==> config.mk <==
export PLATFORM = sky130hd
export DESIGN_NAME = vedic_mult_pipe
export DESIGN_NICKNAME = d
export VERILOG_FILES = /design/src/rtl/vedic_pkg.sv /design/src/rtl/vedic_mult_comb.sv /design/src/rtl/vedic_mult_pipe.sv
export SDC_FILE = /design/constraint.sdc
export NUM_CORES = 1
export LEC_CHECK = 0
export ABC_CLOCK_PERIOD_IN_PS = 2790
export CAP_MARGIN = 10
export CORE_ASPECT_RATIO = 0.6
export CORE_MARGIN = 2
export CORE_UTILIZATION = 30
export DETAILED_ROUTE_END_ITERATION = 7
export PLACE_DENSITY = 0.54
export SYNTH_ARGS = -nofsm -noshare
export SYNTH_HDL_FRONTEND = slang
export SYNTH_SLANG_ARGS = --single-unit
==> constraint.sdc <==
create_clock -name clk -period 2.79 [get_ports clk]
set_clock_uncertainty 0.1 [all_clocks]
set_input_delay 0.558 -clock clk [delete_from_list [all_inputs] [get_ports clk]]
set_output_delay 0.558 -clock clk [all_outputs]
set_load 0.01 [all_outputs]
==> src/rtl/vedic_pkg.sv <==
// Shared constants and helpers for the pipelined Vedic multiplier.
package vedic_pkg;

   localparam int NUM_STAGES = 3;
   localparam int MAX_WIDTH  = 64;

   typedef logic [MAX_WIDTH-1:0] word_t;

   // Legal operand widths: power of two, at least 4, with headroom below MAX_WIDTH.
   function automatic bit width_ok(input int w);
      return (w >= 4) && (w <= MAX_WIDTH / 2) && ((w & (w - 1)) == 0);
   endfunction

   // Caller sign- or zero-extends to MAX_WIDTH, so -2^(W-1) yields 2^(W-1) without overflow.
   function automatic word_t abs_val(input word_t value, input logic is_signed);
      return (is_signed && value[MAX_WIDTH-1]) ? word_t'(-value) : value;
   endfunction

endpackage

==> src/rtl/vedic_mult_comb.sv <==
// Recursive combinational Urdhva-Tiryagbhyam multiplier: 2x2 leaf from half adders,
// larger sizes from four half-width quadrants and a parametrised adder.
module ha (
   input  logic a,
   input  logic b,
   output logic s,
   output logic c
);
   assign s = a ^ b;
   assign c = a & b;
endmodule

module vedic_add #(
   parameter int N = 8
) (
   input  logic [N-1:0] x,
   input  logic [N-1:0] y,
   output logic [N-1:0] sum
);
   assign sum = x + y;
endmodule

module vedic_mult_comb #(
   parameter int W = 4
) (
   input  logic [W-1:0]   a,
   input  logic [W-1:0]   b,
   output logic [2*W-1:0] p
);
   localparam int H = W / 2;

   if (W == 2) begin : g_base
      logic c1;
      assign p[0] = a[0] & b[0];
      ha u_ha0 (.a(a[1] & b[0]), .b(a[0] & b[1]), .s(p[1]), .c(c1));
      ha u_ha1 (.a(a[1] & b[1]), .b(c1),          .s(p[2]), .c(p[3]));
   end else begin : g_rec
      logic [W-1:0]   ll, lh, hl, hh;
      logic [W:0]     mid;
      logic [2*W-1:0] mid_shift;

      vedic_mult_comb #(.W(H)) u_ll (.a(a[H-1:0]), .b(b[H-1:0]), .p(ll));
      vedic_mult_comb #(.W(H)) u_lh (.a(a[H-1:0]), .b(b[W-1:H]), .p(lh));
      vedic_mult_comb #(.W(H)) u_hl (.a(a[W-1:H]), .b(b[H-1:0]), .p(hl));
      vedic_mult_comb #(.W(H)) u_hh (.a(a[W-1:H]), .b(b[W-1:H]), .p(hh));

      vedic_add #(.N(W + 1)) u_mid (.x({1'b0, lh}), .y({1'b0, hl}), .sum(mid));
      assign mid_shift = {{(W - 1){1'b0}}, mid} << H;
      vedic_add #(.N(2 * W)) u_fin (.x({hh, ll}), .y(mid_shift), .sum(p));
   end
endmodule

==> src/rtl/vedic_mult_pipe.sv <==
// Three-stage valid/ready NxN Vedic multiplier, signed or unsigned per transaction.
module vedic_mult_pipe
   import vedic_pkg::*;
#(
   parameter int  WIDTH = 8,
   localparam int HALF  = WIDTH / 2
) (
   input  logic                 clk,
   input  logic                 rst_n,
   input  logic                 in_valid,
   output logic                 in_ready,
   input  logic [WIDTH-1:0]     a,
   input  logic [WIDTH-1:0]     b,
   input  logic                 is_signed,
   output logic                 out_valid,
   input  logic                 out_ready,
   output logic [2*WIDTH-1:0]   product
);

   if (!width_ok(WIDTH)) begin : g_width_check
      $error("vedic_mult_pipe: WIDTH must be a power of two >= 4");
   end

   logic adv1, adv2, adv3, in_xfer;
   logic v1_q, v2_q, v3_q;

   logic [MAX_WIDTH-WIDTH-1:0] unused_hi_a, unused_hi_b;
   logic [WIDTH-1:0]           mag_a, mag_b;
   logic [WIDTH-1:0]           ll_d, lh_d, hl_d, hh_d;
   logic                       neg_d;

   logic [WIDTH-1:0]   ll_q, lh_q, hl_q, hh_q;
   logic               neg1_q;
   logic [WIDTH:0]     mid_d, mid_q;
   logic [WIDTH-1:0]   ll2_q, hh2_q;
   logic               neg2_q;
   logic [2*WIDTH-1:0] mag_d, product_d, product_q;

   // Combinational ready chain: a stage may load when its successor is empty or draining.
   assign adv3     = !v3_q || out_ready;
   assign adv2     = !v2_q || adv3;
   assign adv1     = !v1_q || adv2;
   assign in_ready = adv1;
   assign in_xfer  = in_valid && adv1;

   assign {unused_hi_a, mag_a} =
      abs_val({{(MAX_WIDTH - WIDTH){a[WIDTH-1] & is_signed}}, a}, is_signed);
   assign {unused_hi_b, mag_b} =
      abs_val({{(MAX_WIDTH - WIDTH){b[WIDTH-1] & is_signed}}, b}, is_signed);
   assign neg_d = is_signed && (a[WIDTH-1] ^ b[WIDTH-1]);

   vedic_mult_comb #(.W(HALF)) u_pp_ll (.a(mag_a[HALF-1:0]),     .b(mag_b[HALF-1:0]),     .p(ll_d));
   vedic_mult_comb #(.W(HALF)) u_pp_lh (.a(mag_a[HALF-1:0]),     .b(mag_b[WIDTH-1:HALF]), .p(lh_d));
   vedic_mult_comb #(.W(HALF)) u_pp_hl (.a(mag_a[WIDTH-1:HALF]), .b(mag_b[HALF-1:0]),     .p(hl_d));
   vedic_mult_comb #(.W(HALF)) u_pp_hh (.a(mag_a[WIDTH-1:HALF]), .b(mag_b[WIDTH-1:HALF]), .p(hh_d));

   assign mid_d     = {1'b0, lh_q} + {1'b0, hl_q};
   assign mag_d     = {hh2_q, ll2_q} + ({{(WIDTH - 1){1'b0}}, mid_q} << HALF);
   assign product_d = neg2_q ? -mag_d : mag_d;

   always_ff @(posedge clk or negedge rst_n) begin
      if (!rst_n) begin
         v1_q      <= 1'b0;
         v2_q      <= 1'b0;
         v3_q      <= 1'b0;
         ll_q      <= '0;
         lh_q      <= '0;
         hl_q      <= '0;
         hh_q      <= '0;
         neg1_q    <= 1'b0;
         ll2_q     <= '0;
         hh2_q     <= '0;
         mid_q     <= '0;
         neg2_q    <= 1'b0;
         product_q <= '0;
      end else begin
         if (adv1) v1_q <= in_valid;
         if (in_xfer) begin
            ll_q   <= ll_d;
            lh_q   <= lh_d;
            hl_q   <= hl_d;
            hh_q   <= hh_d;
            neg1_q <= neg_d;
         end
         if (adv2) v2_q <= v1_q;
         if (v1_q && adv2) begin
            ll2_q  <= ll_q;
            hh2_q  <= hh_q;
            mid_q  <= mid_d;
            neg2_q <= neg1_q;
         end
         // Product register only moves on a real load, so it holds while stalled.
         if (adv3) v3_q <= v2_q;
         if (v2_q && adv3) product_q <= product_d;
      end
   end

   assign out_valid = v3_q;
   assign product   = product_q;

endmodule
# Word-level counts from Yosys, hierarchy flattened
# Index checks and enable logic that the tools add are counted.
# Widths: inputs -> output; s select.
[op_classes] addsub=13 bitwise_logic=131 reduce_logical=12 mux=3
[op_table] operator="$and 1x1->1" count=98
[op_table] operator="$xor 1x1->1" count=33
[op_table] operator="$add 8x7->8" count=4
[op_table] operator="$add 4x4->5" count=4
[op_table] operator="$add 16x13->16" count=1
[op_table] operator="$mux 16" count=1
[op_table] operator="$mux 8" count=2
[op_table] operator="$neg 16->16" count=1
[op_table] operator="$neg 8->8" count=2
[op_table] operator="$add 8x8->9" count=1
[op_table] operator="$logic_and 1x1->1" count=6
[op_table] operator="$logic_not 1->1" count=3
[op_table] operator="$logic_or 1x1->1" count=3
[totals] output_inout_bits=18 reg_bits=78 elab_cells=172 input_bits=21

# Longest topological paths before layout
[logic_depth] word_depth=8 ltp_mapped=16 mapped_depth_nobuf=16

# Cells and area by module
# Synthesis repeated with hierarchy kept, for this count alone.
[unflattened] cells_unflattened=739 hier_area_um2=7043.0
[modules_own_cells] mod="vedic_mult_pipe" n_inst=1 cells_per_inst=395 seq_area_each_um2=1951.9 area_per_inst_um2=4280.4
[modules_own_cells] mod="vedic_add (u_pp_hh.g_rec.u_fin ...)" n_inst=4 cells_per_inst=42 seq_area_each_um2=0.0 area_per_inst_um2=331.6
[modules_own_cells] mod="vedic_add (u_pp_hh.g_rec.u_mid ...)" n_inst=4 cells_per_inst=19 seq_area_each_um2=0.0 area_per_inst_um2=155.1
[modules_own_cells] mod="ha" n_inst=32 cells_per_inst=1 seq_area_each_um2=0.0 area_per_inst_um2=12.5
[modules_own_cells] mod="vedic_mult_comb (u_pp_hh.g_rec.u_hh ...)" n_inst=16 cells_per_inst=4 seq_area_each_um2=0.0 area_per_inst_um2=25.0
[modules_own_cells] mod="vedic_mult_comb (u_pp_hh ...)" n_inst=4 cells_per_inst=1 seq_area_each_um2=0.0 area_per_inst_um2=3.8

# Worst setup path after synthesis
# No wires, ideal clock.
[synth_path] path_kind="input-to-reg" startpoint="in b[0]" endpoint="reg ll_q[7]" t_arrival_ns=3.590 path_slack_ns=-1.033 n_path_buf=0 path_stages=15 required_time_ns=2.558 setup_ns=0.132 cell_sequence="clkinv_1 ha_1 mux2i_1 nor2_1 ha_1 inv_1 fa_1 inv_1 ha_1 a21o_1 a21o_1 a21o_1 a21oi_1 xor2_1 o21ai_0"
[synth_via] elab_chain_len=7 elab_cells_between_ends=36 cone_classes="add/sub: 3; mux: 1; bitwise: 32"
[synth_rtl] item="start: declaration" line_no="vedic_mult_pipe.sv:13" source="input logic [WIDTH-1:0] b,"
[synth_rtl] item="$neg 8->8" line_no="vedic_pkg.sv:16" source="return (is_signed && value[MAX_WIDTH-1]) ? word_t'(-value) : value;"
[synth_rtl] item="$mux 8 (*)" line_no="vedic_pkg.sv:16"
[synth_rtl] item="$and 1x1->1" line_no="vedic_mult_comb.sv:35" source="ha u_ha0 (.a(a[1] & b[0]), .b(a[0] & b[1]), .s(p[1]), .c(c1));"
[synth_rtl] item="$and 1x1->1" line_no="vedic_mult_comb.sv:10" source="assign c = a & b;"
[synth_rtl] item="$xor 1x1->1 / $and 1x1->1 (equally long branches)" line_no="vedic_mult_comb.sv:9, vedic_mult_comb.sv:10"
[synth_rtl] item="$add 4x4->5" line_no="vedic_mult_comb.sv:20" source="assign sum = x + y;"
[synth_rtl] item="$add 8x7->8 (*)" line_no="vedic_mult_comb.sv:20"
[synth_rtl] item="end signal: assignment" line_no="vedic_mult_pipe.sv:79" source="ll_q <= ll_d;"
[synth_rtl] item="end: declaration" line_no="vedic_mult_pipe.sv:32" source="logic [WIDTH-1:0] ll_q, lh_q, hl_q, hh_q;"
# Every way passes the cells marked *; elsewhere a longest branch is shown, timed or not.
# A chain may end at the register's enable or synchronous reset.

# Worst setup path in the final report
[layout_path] startpoint="in a[2]" endpoint="reg hh_q[7]"
[layout_via] elab_chain_len=7 elab_cells_between_ends=36 cone_classes="add/sub: 3; mux: 1; bitwise: 32"
[layout_rtl] item="start: declaration" line_no="vedic_mult_pipe.sv:12" source="input logic [WIDTH-1:0] a,"
[layout_rtl] item="$neg 8->8 (*)" line_no="vedic_pkg.sv:16"
[layout_rtl] item="$mux 8 (*)" line_no="vedic_pkg.sv:16"
[layout_rtl] item="$and 1x1->1" line_no="vedic_mult_comb.sv:35"
[layout_rtl] item="$and 1x1->1" line_no="vedic_mult_comb.sv:10"
[layout_rtl] item="$xor 1x1->1 / $and 1x1->1 (equally long branches)" line_no="vedic_mult_comb.sv:9, vedic_mult_comb.sv:10"
[layout_rtl] item="$add 4x4->5" line_no="vedic_mult_comb.sv:20"
[layout_rtl] item="$add 8x7->8 (*)" line_no="vedic_mult_comb.sv:20"
[layout_rtl] item="end signal: assignment" line_no="vedic_mult_pipe.sv:82" source="hh_q <= hh_d;"
[layout_rtl] item="end: declaration" line_no="vedic_mult_pipe.sv:32"
# Marks and branches as above.

==> flow_summary.yaml <==
outcome:
  status: "finished, violations left"
  violations: "negative setup slack"
routing:
  first_pass_iters: 4
  dr_wl_met2_mm: 7.26
  wl_met1_mm: 8.48
  drtIter0Drc: 210
  top_layer_used: "met4"
  final_antenna_net_count: 0
  wl_per_cell_um: 14.7
  drt_wl_total_mm: 16.3
  drc: 0
  vias: 5299
  dr_wl_met3_um: 454
  viasPerCell: 4.77
clocking:
  holdBufCountCts: 0
  htreeDepth: 3
  cts-root-buf: "clkbuf_16"
  cts_inserted_buffers: 9
  cts_tree: "done"
  clkSlewWorstSetupHoldPaths_ps: 60
  insertion_delay_ps: 340
  cts.sinks: 78
  cts.path.max_buffers: 2
sta:
  hold_viol_final: 0
  setup_violations: 23
  report.final.slew_viol_count: 0
  setup_tns_ps: -7970
  max_slew_margin_pct: 61.2
  fin_crit_sh_pct: 122
  whs_ps: 68.7
  grt_setup_unrepaired: "yes"
  fin_ws_ps: -628
  fmax_mhz: 293
  min_period_ps: 3420
  worst_pin_slew_ps: 582
yosys:
  muxShareOfSynthArea_pct: 5.64
  synth_compound_area_share_pct: 15.8
  synth_xor_area_share_pct: 8.32
  synth_fa_ha_area_share_pct: 21.3
  yosysMostFrequentCell: "ha_1"
  yosys_warnings: 0
  postSynthCellCount: 659
  synth_largest_area_cell: "dfrtp_1"
  synth_area_um2: 6100
  yosysSeqAreaShare_pct: 32.0
  synth_area_per_cell_um2: 9.26
  async_reset_ff_share_pct: 100
  synth-edff-count: 0
  synthSimpleGateAreaFrac_pct: 13.4
  synth_nets: 778
  synth_top_area_share_pct: 32.0
  synth_seq_cells: 78
  synthTopCellsByArea: "dfrtp_1 (32%), ha_1 (18%), mux2_2 (5.0%)"
  ys_types: 47
  yosys_most_used_dff: "dfrtp_1"
  synth_top_family_by_area: "adder cells"
  synth_common_cells: "ha_1 (88), dfrtp_1 (78), nor2_1 (78)"
job:
  max_cap_violations: 0
grt:
  grt_max_degree: 44
  antenna_found_initial: 0
  grt_overflow_total: 0
  grt.total_usage_pct: 15.4
  grt_pass1_vias: 5348
  grt_pass1_wl_mm: 26.5
critical_path:
  path_delay_family: "adder cells"
  crit_slowest_cell: "fa_2"
  worstSetupPathType: "input pin to flip-flop"
  slowest_delay_ps: 600
  path_max_fanout: 3
  r2r_slack_ps: -90
  worst_setup_path_end_kind: "flip-flop"
  critPathRequiredTime_ps: 2920
  cp_common_cell: "a21o_1"
  path_cells: "buf_8 -> nor3_4 -> buf_6 -> a31oi_4 -> xnor2_4 -> nor2_1 -> ha_1 -> fa_2 -> ha_4 -> a21o_1 -> a21o_1 -> a21o_1 -> a21oi_2 -> xor2_1 -> o21ai_1"
  cp_num_buf_inv: 2
  start_kind: "input pin"
  cp.arrival_ps: 3540
floorplan:
  die_h_um: 114
  fp-row-count: 40
  core_um2: 20000
  dieArea_um2: 21500
  die_width_um: 188
  ios: 39
  start_util_pct: 30.6
finish:
  area_delta_synth_final_pct: 56.0
  n_antenna_cell: 0
  nets: 953
  stdcell_count: 1112
  drive_gt1_share_pct: 41.7
power_and_ir_drop:
  internal_power_mw: 4.86
  ir_drop_uv: 427
  power_density_nw_per_um2: 821
  clockPowerShare_pct: 18.7
  pwr-share-seq_pct: 23.4
  fin_total_pwr_mw: 7.82
  leakagePower_nw: 4.44
  swShare_pct: 37.9
  combPwrFrac_pct: 57.9
  switching_power_mw: 2.96
placement:
  port_buffers: 38
  place_hpwl_mm: 12.4
  preCtsSetupSlack_ps: -1430
  place.gp.congestion: 0.783
  dp.cells: 1049
min_path:
  worstHoldPathType: "input pin to async pin"
-- timing repair --
action	4_1_cts	5_1_grt
cloned	0	0
resized for setup	140	115
setup buffers	37	16
endpoints found under the setup margin	29	26
pin swaps	86	94
-- per-stage QoR --
| stage | cell area (um2) | utilization [%] |
|---|---|---|
| after global routing | 9520 | 47.7 |
| after detailed placement | 7980 | 40.0 |
| after CTS | 8950 | 44.8 |
| after floorplan | 6580 | - |
| after global placement | 7980 | 40.0 |
| final | 9520 | 47.7 |
-- flip-flops by register name (all words and copies together), names as in the netlist --
register   count
lh_q           8
neg2_q         1
hl_q           8
neg1_q         1
hh2_q          8
ll2_q          8
product       16
out_valid      1
ll_q           8
v1_q           1
v2_q           1
mid_q          9
hh_q           8
-- final cells by class --
cell class	instances	area (um2)
Inverter	39	171
Sequential cell	78	1950
Tap cell	273	342
Clock buffer	10	239
Timing Repair Buffer	182	1660
Fill cell	1798	10400
Clock inverter	6	133
Multi-Input combinational cell	524	5020
-- routing by layer --
layer	up-vias	GRT usage, %
li1	2647	-
met1	2586	22.5
met2	55	23.9
met3	11	3.13
met4	0	2.57
met5	-	0
-- worst paths after layout --
| kind | startpoint | to | depth (start not counted) |
|---|---|---|---|
| setup / recovery | a[2] | hh_q[7] | 15 |
| hold / removal | rst_n | product[14] | 1 |
| min in group clk | product[1] | product[1] | 2 |
| setup reg to reg | ll2_q[4] | product[15] | 11 |
| hold reg to reg | product[1] | product[1] | 2 |
| max in group asynchronous | rst_n | hl_q[1] | 2 |
-- logic make-up after synthesis --
kind of cell | after synthesis
buf+inv | 57
fa+ha+maj | 98
simple gates | 188
compound gates | 149
xor+xnor | 58
flops | 78
mux | 31
-- layout by cell type (no fill, tap or decap), types with 5 or more instances in the layout --
cell / n
nand2b_1: 7
mux2_2: 27
a21oi_2: 13
inv_1: 27
nor2_1: 58
buf_12: 6
xnor2_4: 7
ha_4: 26
dfrtp_1: 78
clkdlybuf4s50_1: 20
xor2_1: 21
o21ai_1: 23
o31ai_1: 9
nor2_2: 8
inv_2: 8
a21oi_1: 10
nor2_4: 12
clkbuf_16: 9
xnor2_2: 10
o21ai_0: 26
a21o_1: 32
xor2_2: 5
fa_2: 9
buf_4: 104
nand3_1: 5
a21oi_4: 5
nand2_1: 61
and3_1: 7
buf_6: 41
ha_1: 59
xnor2_1: 15
-- power groups by stage --
| stage | clock network (mW) | registers [mW] | logic (mW) |
|---|---|---|---|
| floorplan | 0 | 1.79 | 2.29 |
| global placement | 0 | 1.83 | 3.59 |
| detailed placement | 0 | 1.84 | 3.66 |
| CTS | 1.50 | 1.83 | 4.02 |
| global route | 1.55 | 1.89 | 4.98 |
| finish | 1.46 | 1.83 | 4.53 |
Note: power is estimated with default switching activity, not from simulation.
